**src/rtl/avalon_ram_bridge_if.sv**
```systemverilog
// ============================================================================
// avalon_ram_bridge_if : CPU-side Avalon-style bus, byte addressed | rev 1.0
// ============================================================================
`default_nettype none

interface avalon_ram_bridge_if;
  logic [31:0] avs_address;
  logic        avs_read;
  logic        avs_write;
  logic [3:0]  avs_byteenable;
  logic [31:0] avs_writedata;
  logic        avs_waitrequest;
  logic [31:0] avs_readdata;

  modport master (
    output avs_address, avs_read, avs_write, avs_byteenable, avs_writedata,
    input  avs_waitrequest, avs_readdata
  );

  modport slave (
    input  avs_address, avs_read, avs_write, avs_byteenable, avs_writedata,
    output avs_waitrequest, avs_readdata
  );
endinterface

`default_nettype wire

```
**src/rtl/avalon_ram_bridge.sv**
```systemverilog
// ============================================================================
// avalon_ram_bridge : CPU bus to 32x4096 word RAM, RMW for partial stores | rev 1.0
// ============================================================================
`default_nettype none

module avalon_ram_bridge #(
  parameter logic [31:0] BASE_ADDR   = 32'hBFC0_0000,
  parameter int unsigned WAIT_STATES = 0
) (
  input  wire logic           clk,
  input  wire logic           reset_n,
  avalon_ram_bridge_if.slave  avs,
  output logic [11:0]         ram_address,
  output logic                ram_read,
  output logic                ram_write,
  output logic [31:0]         ram_writedata,
  input  wire logic [31:0]    ram_readdata,
  output logic                err
);

  localparam bit       C_HAS_WAIT = (WAIT_STATES != 0);
  localparam logic [2:0] C_WS     = 3'(WAIT_STATES);

  typedef enum logic [2:0] {
    S_IDLE  = 3'd0,
    S_STALL = 3'd1,
    S_RD    = 3'd2,
    S_RMW   = 3'd3,
    S_DONE  = 3'd4
  } state_t;

  state_t      state_q, state_d;
  logic [2:0]  cnt_q, cnt_d;
  logic [31:0] addr_q, addr_d;
  logic [31:0] wdata_q, wdata_d;
  logic [31:0] rdata_q, rdata_d;
  logic [3:0]  be_q, be_d;
  logic        rd_q, rd_d;
  logic        wr_q, wr_d;
  logic        err_q, err_d;

  logic        w_req;
  logic [31:0] w_addr;
  logic [31:0] w_wdata;
  logic [3:0]  w_be;
  logic        w_rd;
  logic        w_wr;
  logic [31:0] w_offset;
  logic        w_addr_ok;
  logic        w_issue;
  logic [31:0] w_merged;

  assign w_req = avs.avs_read | avs.avs_write;

  // In IDLE the request is issued from the live bus; afterwards from the latched copy.
  assign w_addr  = (state_q == S_IDLE) ? avs.avs_address    : addr_q;
  assign w_wdata = (state_q == S_IDLE) ? avs.avs_writedata  : wdata_q;
  assign w_be    = (state_q == S_IDLE) ? avs.avs_byteenable : be_q;
  assign w_rd    = (state_q == S_IDLE) ? avs.avs_read       : rd_q;
  assign w_wr    = (state_q == S_IDLE) ? avs.avs_write      : wr_q;

  assign w_offset    = w_addr - BASE_ADDR;
  assign w_addr_ok   = (w_offset[1:0] == 2'b00) && (w_offset[31:14] == 18'd0);
  assign ram_address = w_offset[13:2];

  assign w_issue = reset_n &&
                   (((state_q == S_IDLE) && w_req && !C_HAS_WAIT) ||
                    ((state_q == S_STALL) && (cnt_q == 3'd1)));

  always_comb begin
    w_merged = ram_readdata;
    for (int i = 0; i < 4; i++) begin
      if (be_q[i]) w_merged[8*i +: 8] = wdata_q[8*i +: 8];
    end
  end

  always_comb begin
    state_d       = state_q;
    cnt_d         = cnt_q;
    addr_d        = addr_q;
    wdata_d       = wdata_q;
    rdata_d       = rdata_q;
    be_d          = be_q;
    rd_d          = rd_q;
    wr_d          = wr_q;
    err_d         = err_q;
    ram_read      = 1'b0;
    ram_write     = 1'b0;
    ram_writedata = w_wdata;

    case (state_q)
      S_IDLE: begin
        if (w_req) begin
          addr_d  = avs.avs_address;
          wdata_d = avs.avs_writedata;
          be_d    = avs.avs_byteenable;
          rd_d    = avs.avs_read;
          wr_d    = avs.avs_write;
          if (C_HAS_WAIT) begin
            cnt_d   = C_WS;
            state_d = S_STALL;
          end
        end
      end
      S_STALL: begin
        cnt_d = cnt_q - 3'd1;
      end
      S_RD: begin
        rdata_d = ram_readdata;
        state_d = S_DONE;
      end
      S_RMW: begin
        ram_write     = reset_n;
        ram_writedata = w_merged;
        state_d       = S_DONE;
      end
      S_DONE: begin
        state_d = S_IDLE;
      end
      default: begin
        state_d = S_IDLE;
      end
    endcase

    if (w_issue) begin
      if (!w_addr_ok || (w_rd && w_wr)) begin
        err_d   = 1'b1;
        rdata_d = 32'd0;
        state_d = S_DONE;
      end else if (w_rd) begin
        ram_read = 1'b1;
        state_d  = S_RD;
      end else if (w_be == 4'hF) begin
        ram_write     = 1'b1;
        ram_writedata = w_wdata;
        state_d       = S_DONE;
      end else if (w_be == 4'h0) begin
        state_d = S_DONE;
      end else begin
        ram_read = 1'b1;
        state_d  = S_RMW;
      end
    end
  end

  always_ff @(posedge clk) begin
    if (!reset_n) begin
      state_q <= S_IDLE;
      cnt_q   <= 3'd0;
      addr_q  <= 32'd0;
      wdata_q <= 32'd0;
      rdata_q <= 32'd0;
      be_q    <= 4'd0;
      rd_q    <= 1'b0;
      wr_q    <= 1'b0;
      err_q   <= 1'b0;
    end else begin
      state_q <= state_d;
      cnt_q   <= cnt_d;
      addr_q  <= addr_d;
      wdata_q <= wdata_d;
      rdata_q <= rdata_d;
      be_q    <= be_d;
      rd_q    <= rd_d;
      wr_q    <= wr_d;
      err_q   <= err_d;
    end
  end

  assign avs.avs_waitrequest = w_req && (state_q != S_DONE);
  assign avs.avs_readdata    = rdata_q;
  assign err                 = err_q;

endmodule

`default_nettype wire
```
**src/flat_wrapper.sv**
```systemverilog
// flat-port wrapper written by rule: the top's interface ports become plain ports
module avalon_ram_bridge_flat 
#(
  parameter logic [31:0] BASE_ADDR   = 32'hBFC0_0000,
  parameter int unsigned WAIT_STATES = 0
)
  (clk, reset_n, ram_address, ram_read, ram_write, ram_writedata, ram_readdata, err, avs_avs_address, avs_avs_read, avs_avs_write, avs_avs_byteenable, avs_avs_writedata, avs_avs_waitrequest, avs_avs_readdata);
  avalon_ram_bridge_if avs_i ();
  input  wire logic clk;
  input  wire logic reset_n;
  output logic [11:0] ram_address;
  output logic ram_read;
  output logic ram_write;
  output logic [31:0] ram_writedata;
  input  wire logic [31:0] ram_readdata;
  output logic err;
  input wire logic [$bits(avs_i.avs_address)-1:0] avs_avs_address;
  input wire logic [$bits(avs_i.avs_read)-1:0] avs_avs_read;
  input wire logic [$bits(avs_i.avs_write)-1:0] avs_avs_write;
  input wire logic [$bits(avs_i.avs_byteenable)-1:0] avs_avs_byteenable;
  input wire logic [$bits(avs_i.avs_writedata)-1:0] avs_avs_writedata;
  output wire logic [$bits(avs_i.avs_waitrequest)-1:0] avs_avs_waitrequest;
  output wire logic [$bits(avs_i.avs_readdata)-1:0] avs_avs_readdata;
  assign avs_i.avs_address = avs_avs_address;
  assign avs_i.avs_read = avs_avs_read;
  assign avs_i.avs_write = avs_avs_write;
  assign avs_i.avs_byteenable = avs_avs_byteenable;
  assign avs_i.avs_writedata = avs_avs_writedata;
  assign avs_avs_waitrequest = avs_i.avs_waitrequest;
  assign avs_avs_readdata = avs_i.avs_readdata;
  avalon_ram_bridge #(.BASE_ADDR(BASE_ADDR), .WAIT_STATES(WAIT_STATES)) u_core (.clk(clk), .reset_n(reset_n), .avs(avs_i), .ram_address(ram_address), .ram_read(ram_read), .ram_write(ram_write), .ram_writedata(ram_writedata), .ram_readdata(ram_readdata), .err(err));
endmodule
```
**config.mk**
```make
export PLATFORM = sky130hd
export DESIGN_NAME = avalon_ram_bridge_flat
export DESIGN_NICKNAME = d
export VERILOG_FILES = /design/src/rtl/avalon_ram_bridge_if.sv /design/src/rtl/avalon_ram_bridge.sv /design/src/flat_wrapper.sv
export SDC_FILE = /design/constraint.sdc
export NUM_CORES = 1
export LEC_CHECK = 0
export BUFFER_PORTS_ARGS = -buffer_cell sky130_fd_sc_hd__buf_4
export CORE_ASPECT_RATIO = 1.5
export CORE_MARGIN = 8
export CORE_UTILIZATION = 54
export DETAILED_ROUTE_END_ITERATION = 12
export PLACE_DENSITY = 0.82
export SYNTH_ARGS = -nofsm -noshare
export SYNTH_HDL_FRONTEND = slang
export SYNTH_SLANG_ARGS = --single-unit
```
**constraint.sdc**
```tcl
create_clock -name clk -period 2.87 [get_ports clk]
set_clock_uncertainty 0.05 [all_clocks]
set_input_delay 0.574 -clock clk [delete_from_list [all_inputs] [get_ports clk]]
set_output_delay 0.574 -clock clk [all_outputs]
set_load 0.01 [all_outputs]
```
==> reports/results.ini <==
[status]
outcome=finished clean

[worst_setup_path]
crit_path_max_fanout=3
path_buf_inv=1
slowest_delay_ns=0.46
crit_path_end_kind=output pin
cp_top_family=simple AND/OR/NAND/NOR gates
reg2reg_from=u_core.state_q[2]$_SDFFE_PN0P_
crit_path_start_kind=flop
worstPathRequired_ns=2.25
arrival_ns=2.18
path_cells=nor4_2 > nand2_1 > or3_1 > a2111oi_2 > buf_4
slowest_stage=a2111oi_2
path_class=flop to output pin
crit_start=u_core.addr_q[18]$_SDFFE_PN0P_

[logic_synthesis]
ys.flop_type=dfxtp_1
yosys_warnings=0
yosysUniqueCellTypes=45
synthCells=647
yosys.area.top_type_share_pct=41.3
synth_commonest_cells=185 x nand2_1, 109 x dfxtp_1, 75 x nor2_1
ys_ff_latch=109
syn_avg_cell_area_um2=8.16
synth_fp_nets=753
yosys.area.top_type=dfxtp_1
yosys-top-cells-area=dfxtp_1 41%, nand2_1 13%, a21boi_0 10%, nor3b_2 7.1%, mux2i_1 6.1%
synthArstFlopShare_pct=0
syn_area_um2=5280
synth_edf_count=0
yosysSeqAreaShare_pct=41.3
yosysMostFrequentCell=nand2_1

[routing]
dr.pass1.iters=5
wl_per_cell_um=17.1
drt_wl_total_mm=15.9
vias=5180
postRouteAntennaNets=0
drtIter0Drc=360
drc_errors=0
via_per_inst=5.57

[placement]
dp_hpwl_mm=11.4
dp_cells=909
gp_congestion=0.874
place.port_buffers=183
detailedPlace.worstSlack_ns=0.0917

[final_layout]
diodes=0
nets=917
fillers=723
drive_above_1_share_pct=31.8
final_cells=930
area.growth.synth_to_final_pct=33.6

[min_path]
hp-start=u_core.wdata_q[25]$_SDFFE_PN0P_
hold_class=flop to flop

[power]
vdd_drop_max_uv=457
swShare_pct=26.9
seq_power_share_pct=47.1
comb_power_share_pct=18.9
pwr-share-clk_pct=34.0
switchingPower_uw=929
p_leak_uw=0.00297
p_int_uw=2530
power.density_nw_per_um2=490

[grt]
grt_pass1_wl_mm=25.4
antenna_found_initial=0
grt_pass1_vias=5357
grt_use_total_pct=23.0
grt_max_degree=109
overflow=0

[cts]
cts_hold_buf=0
h-tree-depth=3
cts_made_buffers=9
cts_root_buf=clkbuf_16
clock-sinks=109
clkTransAtPathRegs_ns=0.07
tritoncts=yes
cts_buffer_depth=2
clk_latency_ns=0.34

[sta]
tns_ns=0
hold_viol=0
worst_slew_pin_slew_ns=1.14
rsz0062_at_grt=true
timing.final.ws_setup_ns=0.0626
fmax_ghz=0.356
finalMaxSlewViolations=0
setup_viol=0
min_period_over_period_pct=97.8
period_minus_slack_ns=2.81
relSlewSlack_pct=24.0

[floorplan]
dieArea_um2=13300
chipWidth_um=96.7
rows=44
io_pins=184
core-area_um2=9580
initial_utilization_pct=55.1
die_h_um=137

[job]
cap_violations=0

## layer usage
metal | track usage [%] | routed length, um | part of all wire (%) | vias to the layer above
met1 | 23.8 | 5920 | 37 | 2436
met3 | 5.36 | 985 | 6.2 | 39
met4 | 12.8 | 541 | 3.4 | 0
li1 | - | - | - | 2524
met2 | 41.8 | 8410 | 53 | 181
met5 | 0 | 0 | 0 | -
## metrics by stage
stage	hold slack (ns)	power (uW)	utilization [%]	instance area (um2)
5_1_grt	0.439	3600	73.6	7050
4_1_cts	0.418	3460	72.9	6980
3_3_place_gp	0.401	2290	69.9	6700
3_5_place_dp	0.409	2310	69.9	6700
2_1_floorplan	0.389	1980	-	5280
6_report	0.416	3460	73.6	7050
## repair_timing
action / 4_1_cts / 5_1_grt
gates cloned: 0 / 1
gates resized for setup: 1 / 6
pin swaps: 0 / 1
setup endpoints to repair: 2 / 19
setup buffers: 0 / 5
## cell usage in the layout, fill, tap and decap left out, types with 3 or more instances in the layout
master,n
mux2i_1,32
nor4_1,3
dfxtp_1,108
buf_4,199
nor2_1,75
and4_1,4
a21oi_1,7
a21boi_0,70
o22ai_1,32
inv_1,3
nand2_1,185
nand2b_1,5
nor3b_2,30
clkbuf_16,9
nand4_1,4
nor3b_1,3
## tightest hold or removal path, delay by kind of cell, from the launching register on
kind | cells | cell delay, ns
AOI/OAI and AO/OA | 1 | 0.06
DFF | 1 | 0.31
and+or+nand+nor | 1 | 0.04
## sequential cells by signal, indices dropped and copies added (netlist names)
| signal | count |
|---|---|
| u_core.addr_q | 32 |
| u_core.avs.avs_readdata | 32 |
| u_core.wdata_q | 32 |
| u_core.be_q | 4 |
| u_core.cnt_q | 3 |
| u_core.state_q | 3 |
| u_core.err | 1 |
| u_core.rd_q | 1 |
| u_core.wr_q | 1 |
## kinds of logic (layout without fill, tap and decap cells)
group | after synthesis | in the layout | share of synthesized area (%)
flops | 109 | 109 | 41.3
fa+ha+maj | 2 | 2 | 0.474
buf+inv | 51 | 218 | 4.43
simple gates | 326 | 327 | 30.4
compound gates | 126 | 126 | 17.2
xor+xnor | 1 | 1 | 0.166
mux | 32 | 32 | 6.07
## power groups by stage
stage	registers [uW]	logic [uW]	clock network, uW
final	1630	653	1170
after global routing	1640	719	1240
after CTS	1630	651	1190
after detailed placement	1660	648	0
after global placement	1660	633	0
after floorplan	1650	332	0
## path summary, 6_finish.rpt
path / cells past startpoint / to / slack (ns)
worst max-delay path: 5 / ram_read / 0.06
worst min-delay path: 2 / u_core.wdata_q[25]$_SDFFE_PN0P_ / 0.42
worst max register to register: 5 / u_core.avs.avs_readdata[1]$_SDFF_PN0_ / 0.34
worst min register to register: 2 / u_core.wdata_q[25]$_SDFFE_PN0P_ / 0.42
## cell type report
class | count | area, um2 | area share, %
clock buffers | 12 | 256 | 3.64
clock inverters | 3 | 21.3 | 0.302
inverters | 3 | 11.3 | 0.160
multi-input cells | 488 | 2920 | 41.4
flip-flops and latches | 109 | 2180 | 31.0
well taps | 115 | 144 | 2.04
repair buffers | 200 | 1510 | 21.5
Note: power is estimated with default switching activity, not from simulation.
